## config.mk

```make
export PLATFORM = sky130hd
export DESIGN_NAME = ps2_host_tx
export DESIGN_NICKNAME = d
export VERILOG_FILES = /design/src/rtl/ps2_host_tx.sv
export SDC_FILE = /design/constraint.sdc
export NUM_CORES = 1
export LEC_CHECK = 0
export CORE_ASPECT_RATIO = 0.9
export CORE_MARGIN = 8
export CORE_UTILIZATION = 35
export DETAILED_ROUTE_END_ITERATION = 10
export PLACE_DENSITY_LB_ADDON = 0.05
export RECOVER_POWER = 100
export SLEW_MARGIN = 20
export SYNTH_ARGS = -nofsm -noshare
export SYNTH_HDL_FRONTEND = slang
export SYNTH_SLANG_ARGS = --single-unit
```

## constraint.sdc

```tcl
create_clock -name clk_25mhz -period 2.9 [get_ports clk_25mhz]
set_clock_uncertainty 0.2 [all_clocks]
set_input_delay 0.29 -clock clk_25mhz [delete_from_list [all_inputs] [get_ports clk_25mhz]]
set_output_delay 0.29 -clock clk_25mhz [all_outputs]
set_load 0.005 [all_outputs]
```

## src/rtl/ps2_host_tx.sv

```systemverilog
// Host-to-device PS/2 transmitter: inhibit, request-to-send, clock out 8 data bits + odd parity + stop, check device ACK.
// Latency: INHIBIT_CYCLES of clock inhibit, then one frame paced by the device clock; done/err one cycle after ACK/timeout.
// Backpressure: tx_start is accepted only while idle (busy=0); requests during busy are dropped, not queued.
module ps2_host_tx #(
  parameter int INHIBIT_CYCLES = 2500,
  parameter int START_TIMEOUT  = 375000,
  parameter int BIT_TIMEOUT    = 5000,
  parameter int FILTER_LEN     = 4
) (
  input  logic       clk_25mhz,
  input  logic       rst_n,
  input  logic [7:0] tx_data,
  input  logic       tx_start,
  input  logic       ps2_clk_in,
  input  logic       ps2_data_in,
  output logic       ps2_clk_oe,
  output logic       ps2_data_oe,
  output logic       busy,
  output logic       done,
  output logic       err
);

  localparam int FCW = (FILTER_LEN > 1) ? $clog2(FILTER_LEN) : 1;
  localparam logic [FCW-1:0] FILT_LAST = FCW'(FILTER_LEN - 1);
  localparam logic [18:0] INH_LAST  = 19'(INHIBIT_CYCLES - 1);
  localparam logic [18:0] INH_PRE   = 19'(INHIBIT_CYCLES - 2);
  localparam logic [18:0] START_LIM = 19'(START_TIMEOUT);
  localparam logic [18:0] BIT_LIM   = 19'(BIT_TIMEOUT);

  typedef enum logic [2:0] {
    IDLE, INHIBIT, RELEASE, TX, ACK, WAIT_IDLE, ERROR
  } state_t;

  state_t         state_q, state_d;
  logic [18:0]    timer_q, timer_d;
  logic [3:0]     bit_cnt_q, bit_cnt_d;
  logic [9:0]     frame_q, frame_d;
  logic           clk_oe_q, clk_oe_d;
  logic           data_oe_q, data_oe_d;
  logic           busy_q, busy_d;
  logic           done_q, done_d;
  logic           err_q, err_d;

  logic           clk_s1_q, clk_s2_q, dat_s1_q, dat_s2_q;
  logic           filt_q, fall_q;
  logic [FCW-1:0] filt_cnt_q;
  logic           fall_act;

  // Two-flop synchronizers; idle bus level is high.
  always_ff @(posedge clk_25mhz or negedge rst_n) begin
    if (!rst_n) begin
      clk_s1_q <= 1'b1;
      clk_s2_q <= 1'b1;
      dat_s1_q <= 1'b1;
      dat_s2_q <= 1'b1;
    end else begin
      clk_s1_q <= ps2_clk_in;
      clk_s2_q <= clk_s1_q;
      dat_s1_q <= ps2_data_in;
      dat_s2_q <= dat_s1_q;
    end
  end

  // Glitch filter: a new clock level is taken only after FILTER_LEN equal samples; fall_q strobes on 1->0.
  always_ff @(posedge clk_25mhz or negedge rst_n) begin
    if (!rst_n) begin
      filt_q     <= 1'b1;
      filt_cnt_q <= '0;
      fall_q     <= 1'b0;
    end else begin
      fall_q <= 1'b0;
      if (clk_s2_q == filt_q) begin
        filt_cnt_q <= '0;
      end else if (filt_cnt_q == FILT_LAST) begin
        filt_q     <= clk_s2_q;
        filt_cnt_q <= '0;
        fall_q     <= ~clk_s2_q;
      end else begin
        filt_cnt_q <= filt_cnt_q + 1'b1;
      end
    end
  end

  // State and registered outputs; reset releases both lines immediately.
  always_ff @(posedge clk_25mhz or negedge rst_n) begin
    if (!rst_n) begin
      state_q   <= IDLE;
      timer_q   <= '0;
      bit_cnt_q <= '0;
      frame_q   <= '0;
      clk_oe_q  <= 1'b0;
      data_oe_q <= 1'b0;
      busy_q    <= 1'b0;
      done_q    <= 1'b0;
      err_q     <= 1'b0;
    end else begin
      state_q   <= state_d;
      timer_q   <= timer_d;
      bit_cnt_q <= bit_cnt_d;
      frame_q   <= frame_d;
      clk_oe_q  <= clk_oe_d;
      data_oe_q <= data_oe_d;
      busy_q    <= busy_d;
      done_q    <= done_d;
      err_q     <= err_d;
    end
  end

  // Our own inhibit also produces a filtered fall; only device edges in the frame states count.
  assign fall_act = fall_q && (state_q == RELEASE || state_q == TX || state_q == ACK);

  // Next-state and next-output logic; the timer runs per state and restarts on every device fall.
  always_comb begin
    state_d   = state_q;
    bit_cnt_d = bit_cnt_q;
    frame_d   = frame_q;
    clk_oe_d  = clk_oe_q;
    data_oe_d = data_oe_q;
    busy_d    = busy_q;
    done_d    = 1'b0;
    err_d     = 1'b0;
    timer_d   = timer_q;

    unique case (state_q)
      IDLE: begin
        clk_oe_d  = 1'b0;
        data_oe_d = 1'b0;
        busy_d    = 1'b0;
        if (tx_start) begin
          frame_d   = {1'b1, ~^tx_data, tx_data};
          bit_cnt_d = 4'd0;
          busy_d    = 1'b1;
          clk_oe_d  = 1'b1;
          state_d   = INHIBIT;
        end
      end
      INHIBIT: begin
        clk_oe_d = 1'b1;
        if (timer_q == INH_PRE) data_oe_d = 1'b1;
        if (timer_q >= INH_LAST) begin
          clk_oe_d  = 1'b0;
          data_oe_d = 1'b1;
          state_d   = RELEASE;
        end
      end
      RELEASE: begin
        if (fall_q) begin
          data_oe_d = ~frame_q[0];
          bit_cnt_d = 4'd1;
          state_d   = TX;
        end else if (timer_q > START_LIM) begin
          state_d = ERROR;
        end
      end
      TX: begin
        if (fall_q) begin
          // Index 9 is the stop bit (1), so this releases data on the 10th fall.
          data_oe_d = ~frame_q[bit_cnt_q];
          bit_cnt_d = bit_cnt_q + 4'd1;
          if (bit_cnt_q == 4'd9) state_d = ACK;
        end else if (timer_q > BIT_LIM) begin
          state_d = ERROR;
        end
      end
      ACK: begin
        data_oe_d = 1'b0;
        if (fall_q) begin
          state_d = dat_s2_q ? ERROR : WAIT_IDLE;
        end else if (timer_q > BIT_LIM) begin
          state_d = ERROR;
        end
      end
      WAIT_IDLE: begin
        if (filt_q && dat_s2_q) begin
          done_d  = 1'b1;
          busy_d  = 1'b0;
          state_d = IDLE;
        end else if (timer_q > BIT_LIM) begin
          state_d = ERROR;
        end
      end
      ERROR: begin
        clk_oe_d  = 1'b0;
        data_oe_d = 1'b0;
        busy_d    = 1'b0;
        state_d   = IDLE;
      end
      default: state_d = IDLE;
    endcase

    // Entering ERROR drops both lines and busy in the same cycle err pulses.
    if (state_d == ERROR && state_q != ERROR) begin
      err_d     = 1'b1;
      busy_d    = 1'b0;
      clk_oe_d  = 1'b0;
      data_oe_d = 1'b0;
    end

    if (state_d != state_q || fall_act) timer_d = '0;
    else if (timer_q != '1)             timer_d = timer_q + 19'd1;
  end

  assign ps2_clk_oe  = clk_oe_q;
  assign ps2_data_oe = data_oe_q;
  assign busy        = busy_q;
  assign done        = done_q;
  assign err         = err_q;

endmodule

```

==> results of run 1 <==
==> cell usage in the layout, fill, tap and decap left out, types with 6 or more instances in the layout <==
| cell | instances |
|---|---|
| nand2_1 | 25 |
| dfrtp_1 | 44 |
| o21ai_0 | 7 |
| nand3_1 | 8 |
| ha_1 | 6 |
| xor2_1 | 10 |
| clkdlybuf4s50_1 | 9 |
| mux2_2 | 12 |
| nor2_1 | 21 |
| buf_4 | 6 |
| dlygate4sd3_1 | 8 |
| a21oi_1 | 11 |
| nand4_1 | 10 |
| xnor2_1 | 12 |
| inv_1 | 8 |
| nor3_1 | 22 |
==> how the worst max path moves through the flow <==
stage	from	to	cells after the start
6_report	timer_q[17]	timer_q[10]	6
5_1_grt	timer_q[0]	err	8
4_1_cts	timer_q[0]	busy	7
3_5_place_dp	timer_q[0]	busy	7
3_3_place_gp	timer_q[0]	ps2_data_oe	7
2_1_floorplan	timer_q[0]	busy	7
==> sequential cells by signal, indices dropped and copies added (netlist names) <==
name	count
ps2_clk_oe	1
filt_cnt_q	2
err	1
filt_q	1
busy	1
done	1
fall_q	1
ps2_data_oe	1
clk_s2_q	1
bit_cnt_q	4
state_q	3
clk_s1_q	1
frame_q	10
dat_s1_q	1
timer_q	19
dat_s2_q	1
==> power breakdown <==
part / leakage, uW / switching, uW / total [uW] / internal (uW)
Combinational: 0.000653 / 206 / 446 / 240
Sequential: 0.000616 / 131 / 943 / 812
Clock: 0.0000591 / 258 / 522 / 264
Total: 0.00133 / 595 / 1910 / 1320
==> area by class of cell <==
class / count / area [um2] / share of cell area (%)
clock buffers: 5 / 68.8 / 2.11
clock inverters: 3 / 47.5 / 1.46
inverters: 8 / 30.0 / 0.922
multi-input cells: 215 / 1520 / 46.7
flip-flops and latches: 49 / 1230 / 37.8
well taps: 99 / 124 / 3.80
repair buffers: 27 / 235 / 7.22
==> through the flow <==
| step | hold slack [ns] | worst slack, ns | std cells |
|---|---|---|---|
| CTS | 0.163 | 0.136 | 405 |
| global placement | 0.0566 | 0.243 | 396 |
| global route | 0.167 | 0.0173 | 406 |
| floorplan | -0.206 | 0.397 | 284 |
| finish | 0.163 | 0.162 | 406 |
| detailed placement | 0.0631 | 0.154 | 396 |
==> cells by family (layout without fill, tap and decap cells) <==
family                   Yosys count  after routing  synth area share, %
multiplexers                      19             19                 7.92
adder cells (fa/ha/maj)            6              6                 2.58
XOR/XNOR                          22             22                 6.63
flip-flops                        49             49                 42.4
AND/OR/NAND/NOR                  124            124                 25.3
buffers and inverters             20             43                 3.27
AO/OA/AOI/OAI                     44             44                 11.9
==> layer usage <==
layer	vias to the layer above	routed length, um	track usage, %
li1	1084	-	-
met1	1045	3660	18.2
met2	34	2690	17.6
met3	2	267	2.72
met4	0	30	2.17
met5	-	0	0
==> what timing repair did <==
item / CTS / global route
setup buffers: 0 / 1
endpoints found under the hold margin: 17 / 0
setup endpoints to repair: 0 / 3
resized for setup: 0 / 0
hold buffers: 1 / 0
==> results by group, run 1 <==
Run status
  – Status: finished clean

Cells and area
  – Fin nets: ~330
  – Fin util: between 40% and 50%
  – Area growth from synthesis to layout: 12.0%
  – # diodes: 0
  – Fraction of layout cells with a size suffix above 1: 15.6%
  – Final instance area: around 0.0033 mm2
  – # fillers: 800

Drt
  – Post-DR wirelength/cell: approximately 16 um
  – Via count: between 2k and 2.5k
  – Via density: between 5 and 6
  – Routed wire length: 6.65 mm
  – Antenna viol nets, final: 0
  – Initial DRC count: 100
  – DRT Pass-1 Iters: 4
  – DRC viols: 0

Critical path
  – Worst Path Buf+Inv: 1
  – Max stage delay on crit path: 0.55 ns
  – Worst path required time: just under 3 ns
  – Register-to-Register Path Depth: 6
  – Crit path max-delay family: simple AND/OR/NAND/NOR gates
  – Worst path most repeated cell: or4_4
  – Reg-to-reg startpoint: timer_q[17]
  – Worst-path cell chain: or4_4, or4_4, nor3_1, o32ai_1, clkbuf_4, nor4b_1
  – Slowest-stage cell, CP: or4_4
  – Critical path arrival: between 2 and 3 ns
  – R2r setup slk: 0.16 ns
  – Worst setup EP type: flip-flop
  – Setup CP Type: reg -> reg
  – CP max FO: 19
  – Startpoint types: flip-flop
  – R2r endpoint: timer_q[10]

Synth
  – Yosys warnings: 0
  – EDFF count, synth: 0
  – Top cells by count, synth: dfrtp_1, nand2_1, nor2_1, nor3_1
  – Most frequent cell after synthesis: dfrtp_1
  – Cell accounting for the most synthesized area: dfrtp_1
  – Area contributors post-synth: dfrtp_1, mux2_2, dfstp_2
  – Synth Register Bits: 49
  – Most used DFF post-synth: dfrtp_1
  – Avg Synthesized Cell Area: 10.2 um2
  – Synth cell types: 57
  – Gate Count Post-Synth: about 280
  – FFs w/ async S/R, synth: 100%
  – Post-synth net total: about 300
  – Synth top area share: between 30% and 40%
  – Seq/Total Area, Yosys: 42.4%
  – Mapped cell area: ~0.0029 mm2

Timing
  – RSZ-0062 raised after global routing: no
  – Fmax: ~370 MHz
  – Final hold viol count: 0
  – Final setup fails: 0
  – Final Critical Period: approximately 2.7 ns
  – Setup_tns: 0 ns
  – Rel. slew slack: approximately 31%
  – Worst-Margin Slew: about 1.0 ns
  – Final period utilization: a little over nine tenths
  – Max Transition Viols Final: 0

Clock tree
  – TritonCTS clock tree: yes
  – CTS Buf Count: 5
  – Clk slew on worst S/H paths: ~0.11 ns
  – Clock tree sinks: approximately 50
  – Clk root buf: clkbuf_8
  – Clk buf depth: 2
  – H-tree depth: 2
  – Latest clock arrival within the worst-skew pair: about 0.30 ns

Global route
  – Total GRT Usage: 12.2%
  – First-pass GRT wire length: roughly 11 mm
  – GRT Residual Overflow: 0
  – Initial antenna violation count: 0
  – Largest net degree at the start of global routing: 33
  – Vias in the first global route: between 2k and 2.5k

Floorplan
  – Die footprint: ~0.011 mm2
  – # rows: 31
  – Die Y-Extent: roughly 100 um
  – Area of the core: between 0.008 and 0.009 mm2
  – Initial Util: 36.0%
  – Die Wd: ~110 um
  – Io pins: 18

Hold path
  – Worst Hold Launch: dat_s1_q
  – Hold crit path type: reg -> reg
  – Hold Path Depth: 0
  – Worst Hold Endpoint: dat_s2_q

Place
  – GPL Wtd Cong: 0.765
  – Cell Area, Placed: about 0.0032 mm2
  – DP Wirelength: between 4 and 5 mm
  – PortBufs: 17

Flow run
  – Max cap viols: 0

Power
  – Peak VDD IR: roughly 0.27 mV
  – Pwr Total: ~1900 uW
  – Pwr Density: ~590 mW/mm2
  – Leak pwr: around 0.0013 uW
Power figures use the tool's default switching activity.
==> run 2: changes to the inputs <==
- CORE_UTILIZATION: 35 -> 45
- DONT_BUFFER_PORTS: unset -> 1
==> run 2 against run 1 <==
Largest cell class unchanged. Sequential share of layout area rose by 0.94 points. Cell area decreased by 2.4%. Flip-flop and latch count unchanged.
==> results by group, run 2 (synthesized netlist as in run 1, its figures left out) <==
Floorplan
  – Die Y-Extent: 92.3 um (-10%)
  – Initial Util: 47.0% (+11 points)
  – Die Wd: 101 um (-10%)
  – # rows: 27 (-13%)
  – Io pins: 18 (unchanged)
  – Die footprint: 0.00929 mm2 (-19%)
  – Area of the core: 0.00618 mm2 (-23%)

Critical path
  – Worst path required time: 2.89 ns (-0.02 ns)
  – R2r endpoint: busy
  – Worst setup EP type: flip-flop
  – R2r setup slk: 0.14 ns (-0.02 ns)
  – Worst-path cell chain: ha_2, or3b_1, a2111oi_4, nor4_1, a211o_1, a211oi_4, a21oi_1
  – Levels on crit path: 7 (+1)
  – CP startpoint: timer_q[0]
  – Slowest-stage cell, CP: dfrtp_1
  – Setup CP Type: reg -> reg
  – Startpoint types: flip-flop
  – CP endpoint: busy
  – Critical path arrival: 2.75 ns (about the same)
  – Worst Path Buf+Inv: 0 (-1)
  – Max stage delay on crit path: 0.44 ns (-0.11 ns)
  – Reg-to-reg startpoint: timer_q[0]
  – Crit path max-delay family: compound AO/OA/AOI/OAI gates
  – Register-to-Register Path Depth: 7 (+1)
  – CP max FO: 5 (-14)

Place
  – Pre-CTS setup slack: 0.146 ns (-0.00804 ns)
  – PortBufs: 0 (-17)
  – Placed insts: 366 (-7.6%)
  – DP Wirelength: 4.36 mm (-10%)
  – Cell Area, Placed: 0.00300 mm2 (-5.9%)
  – GPL Wtd Cong: 0.852 (+11%)

Drt
  – Routed wire length: 6.13 mm (-7.9%)
  – Metal2 WL: 2.57 mm (-4.3%)
  – Metal3 WL: 222 um (-17%)
  – Antenna viol nets, final: 0 (unchanged)
  – Via density: 5.51 (+3.3%)
  – Top routing layer in use: met4
  – DRT Pass-1 Iters: 4 (unchanged)
  – Via count: 2,132 (-1.5%)
  – Post-DR wirelength/cell: 15.8 um (-3.3%)
  – DRC viols: 0 (unchanged)
  – M1 WL: 3.29 mm (-10%)
  – Initial DRC count: 89 (-11%)

Timing
  – Final setup fails: 0 (unchanged)
  – Max Transition Viols Final: 0 (unchanged)
  – Setup_tns: 0 ns (unchanged)
  – Worst-Margin Slew: 1.19 ns (+0.157 ns)
  – Final hold viol count: 0 (unchanged)
  – Final period utilization: 95.1% (+0.71 points)
  – Rel. slew slack: 20.4% (-10 points)
  – Final Critical Period: 2.76 ns (+0.0205 ns)
  – Fmax: 362 MHz (-0.74%)
  – Worst setup margin: 0.141 ns (-0.0205 ns)
  – RSZ-0062 raised after global routing: no

Clock tree
  – H-tree depth: 2 (unchanged)
  – Clk buf depth: 2 (unchanged)
  – Latest clock arrival within the worst-skew pair: 0.31 ns (about the same)
  – CTS Buf Count: 5 (unchanged)
  – TritonCTS clock tree: yes
  – Clk root buf: clkbuf_8
  – Clock tree sinks: 49 (unchanged)
  – Clk slew on worst S/H paths: 0.11 ns (about the same)

Cells and area
  – # diodes: 0 (unchanged)
  – # fillers: 551 (-31%)
  – Biggest register: timer_q
  – Fin nets: 318 (-2.2%)
  – Max reg flops: 19 (unchanged)
  – Fraction of layout cells with a size suffix above 1: 17.0% (+1.4 points)
  – Post-Layout Cell Count: 387 (-4.7%)
  – Final instance area: 0.00318 mm2 (-2.4%)
  – Area occupied by registers: 0.00123 mm2 (unchanged)
  – Area growth from synthesis to layout: 9.34%
  – Registers with the most flip-flops: timer_q x19, frame_q x10, bit_cnt_q x4
  – Commonest non-fill, non-tap cell in the layout: dfrtp_1
  – Commonest non-fill, non-tap cells in the layout: dfrtp_1, nand2_1, nor2_1, nor3_1
  – Area of the multi-input gates: 0.00154 mm2 (+1.2%)

Power
  – Pwr Total: 1800 uW (-6.0%)
  – Peak VDD IR: 0.312 mV (+17%)
  – Leak pwr: 0.00130 uW (-2.0%)
  – Pwr Density: 565 mW/mm2 (-3.7%)

Global route
  – Largest net degree at the start of global routing: 50 (+52%)
  – Vias in the first global route: 2,235 (+4.2%)
  – Total GRT Usage: 14.6% (+2.4 points)
  – GRT Residual Overflow: 0 (unchanged)
  – Initial antenna violation count: 0 (unchanged)
  – First-pass GRT wire length: 11.1 mm (-2.2%)

Flow run
  – Max cap viols: 0 (unchanged)

Hold path
  – Hold crit path type: in -> reg

Run status
  – Status: finished clean
run 2: final cells by class:
cell class	instances	area share [%]
Clock buffer	5	2.16
Clock inverter	3	0.905
Sequential cell	49	38.8
Timing Repair Buffer	20	5.39
Tap cell	87	3.42
Multi-Input combinational cell	215	48.4
Inverter	8	0.945
run 2: how the worst min path moves through the flow:
stage	start	to	depth (start not counted)
5_1_grt	tx_start	bit_cnt_q[3]	3
3_5_place_dp	rst_n	busy	0
4_1_cts	tx_start	bit_cnt_q[3]	3
2_1_floorplan	rst_n	bit_cnt_q[0]	0
6_report	tx_start	bit_cnt_q[3]	3
3_3_place_gp	rst_n	err	0
run 2: worst min-delay path, stage by stage:
cell and delay (ns):
mux2i_1 0.11, nor3_1 0.10, nor2_1 0.10
run 2: report_power, final:
part / total, uW / internal, uW / switching (uW)
Clock: 438 / 181 / 257
Combinational: 417 / 216 / 201
Sequential: 941 / 812 / 129
Total: 1800 / 1210 / 587
run 2: repair_timing:
action / CTS / global route
hold endpoints to repair: 59 / 0
buffers inserted: 0 / 1
hold buffers: 12 / 0
resized for setup: 0 / 1
endpoints found under the setup margin: 0 / 1
run 2: per-layer routing:
layer | track usage, % | vias to the layer above
met5 | 0 | -
met4 | 3.65 | 0
met3 | 2.64 | 4
met2 | 20.4 | 34
met1 | 22.2 | 1029
li1 | - | 1065
run 2: through the flow:
step	utilization, %	hold slack, ns
floorplan	-	-0.206
global placement	48.6	-0.204
detailed placement	48.6	-0.204
CTS	52.4	0.127
global route	51.4	0.124
finish	51.4	0.129
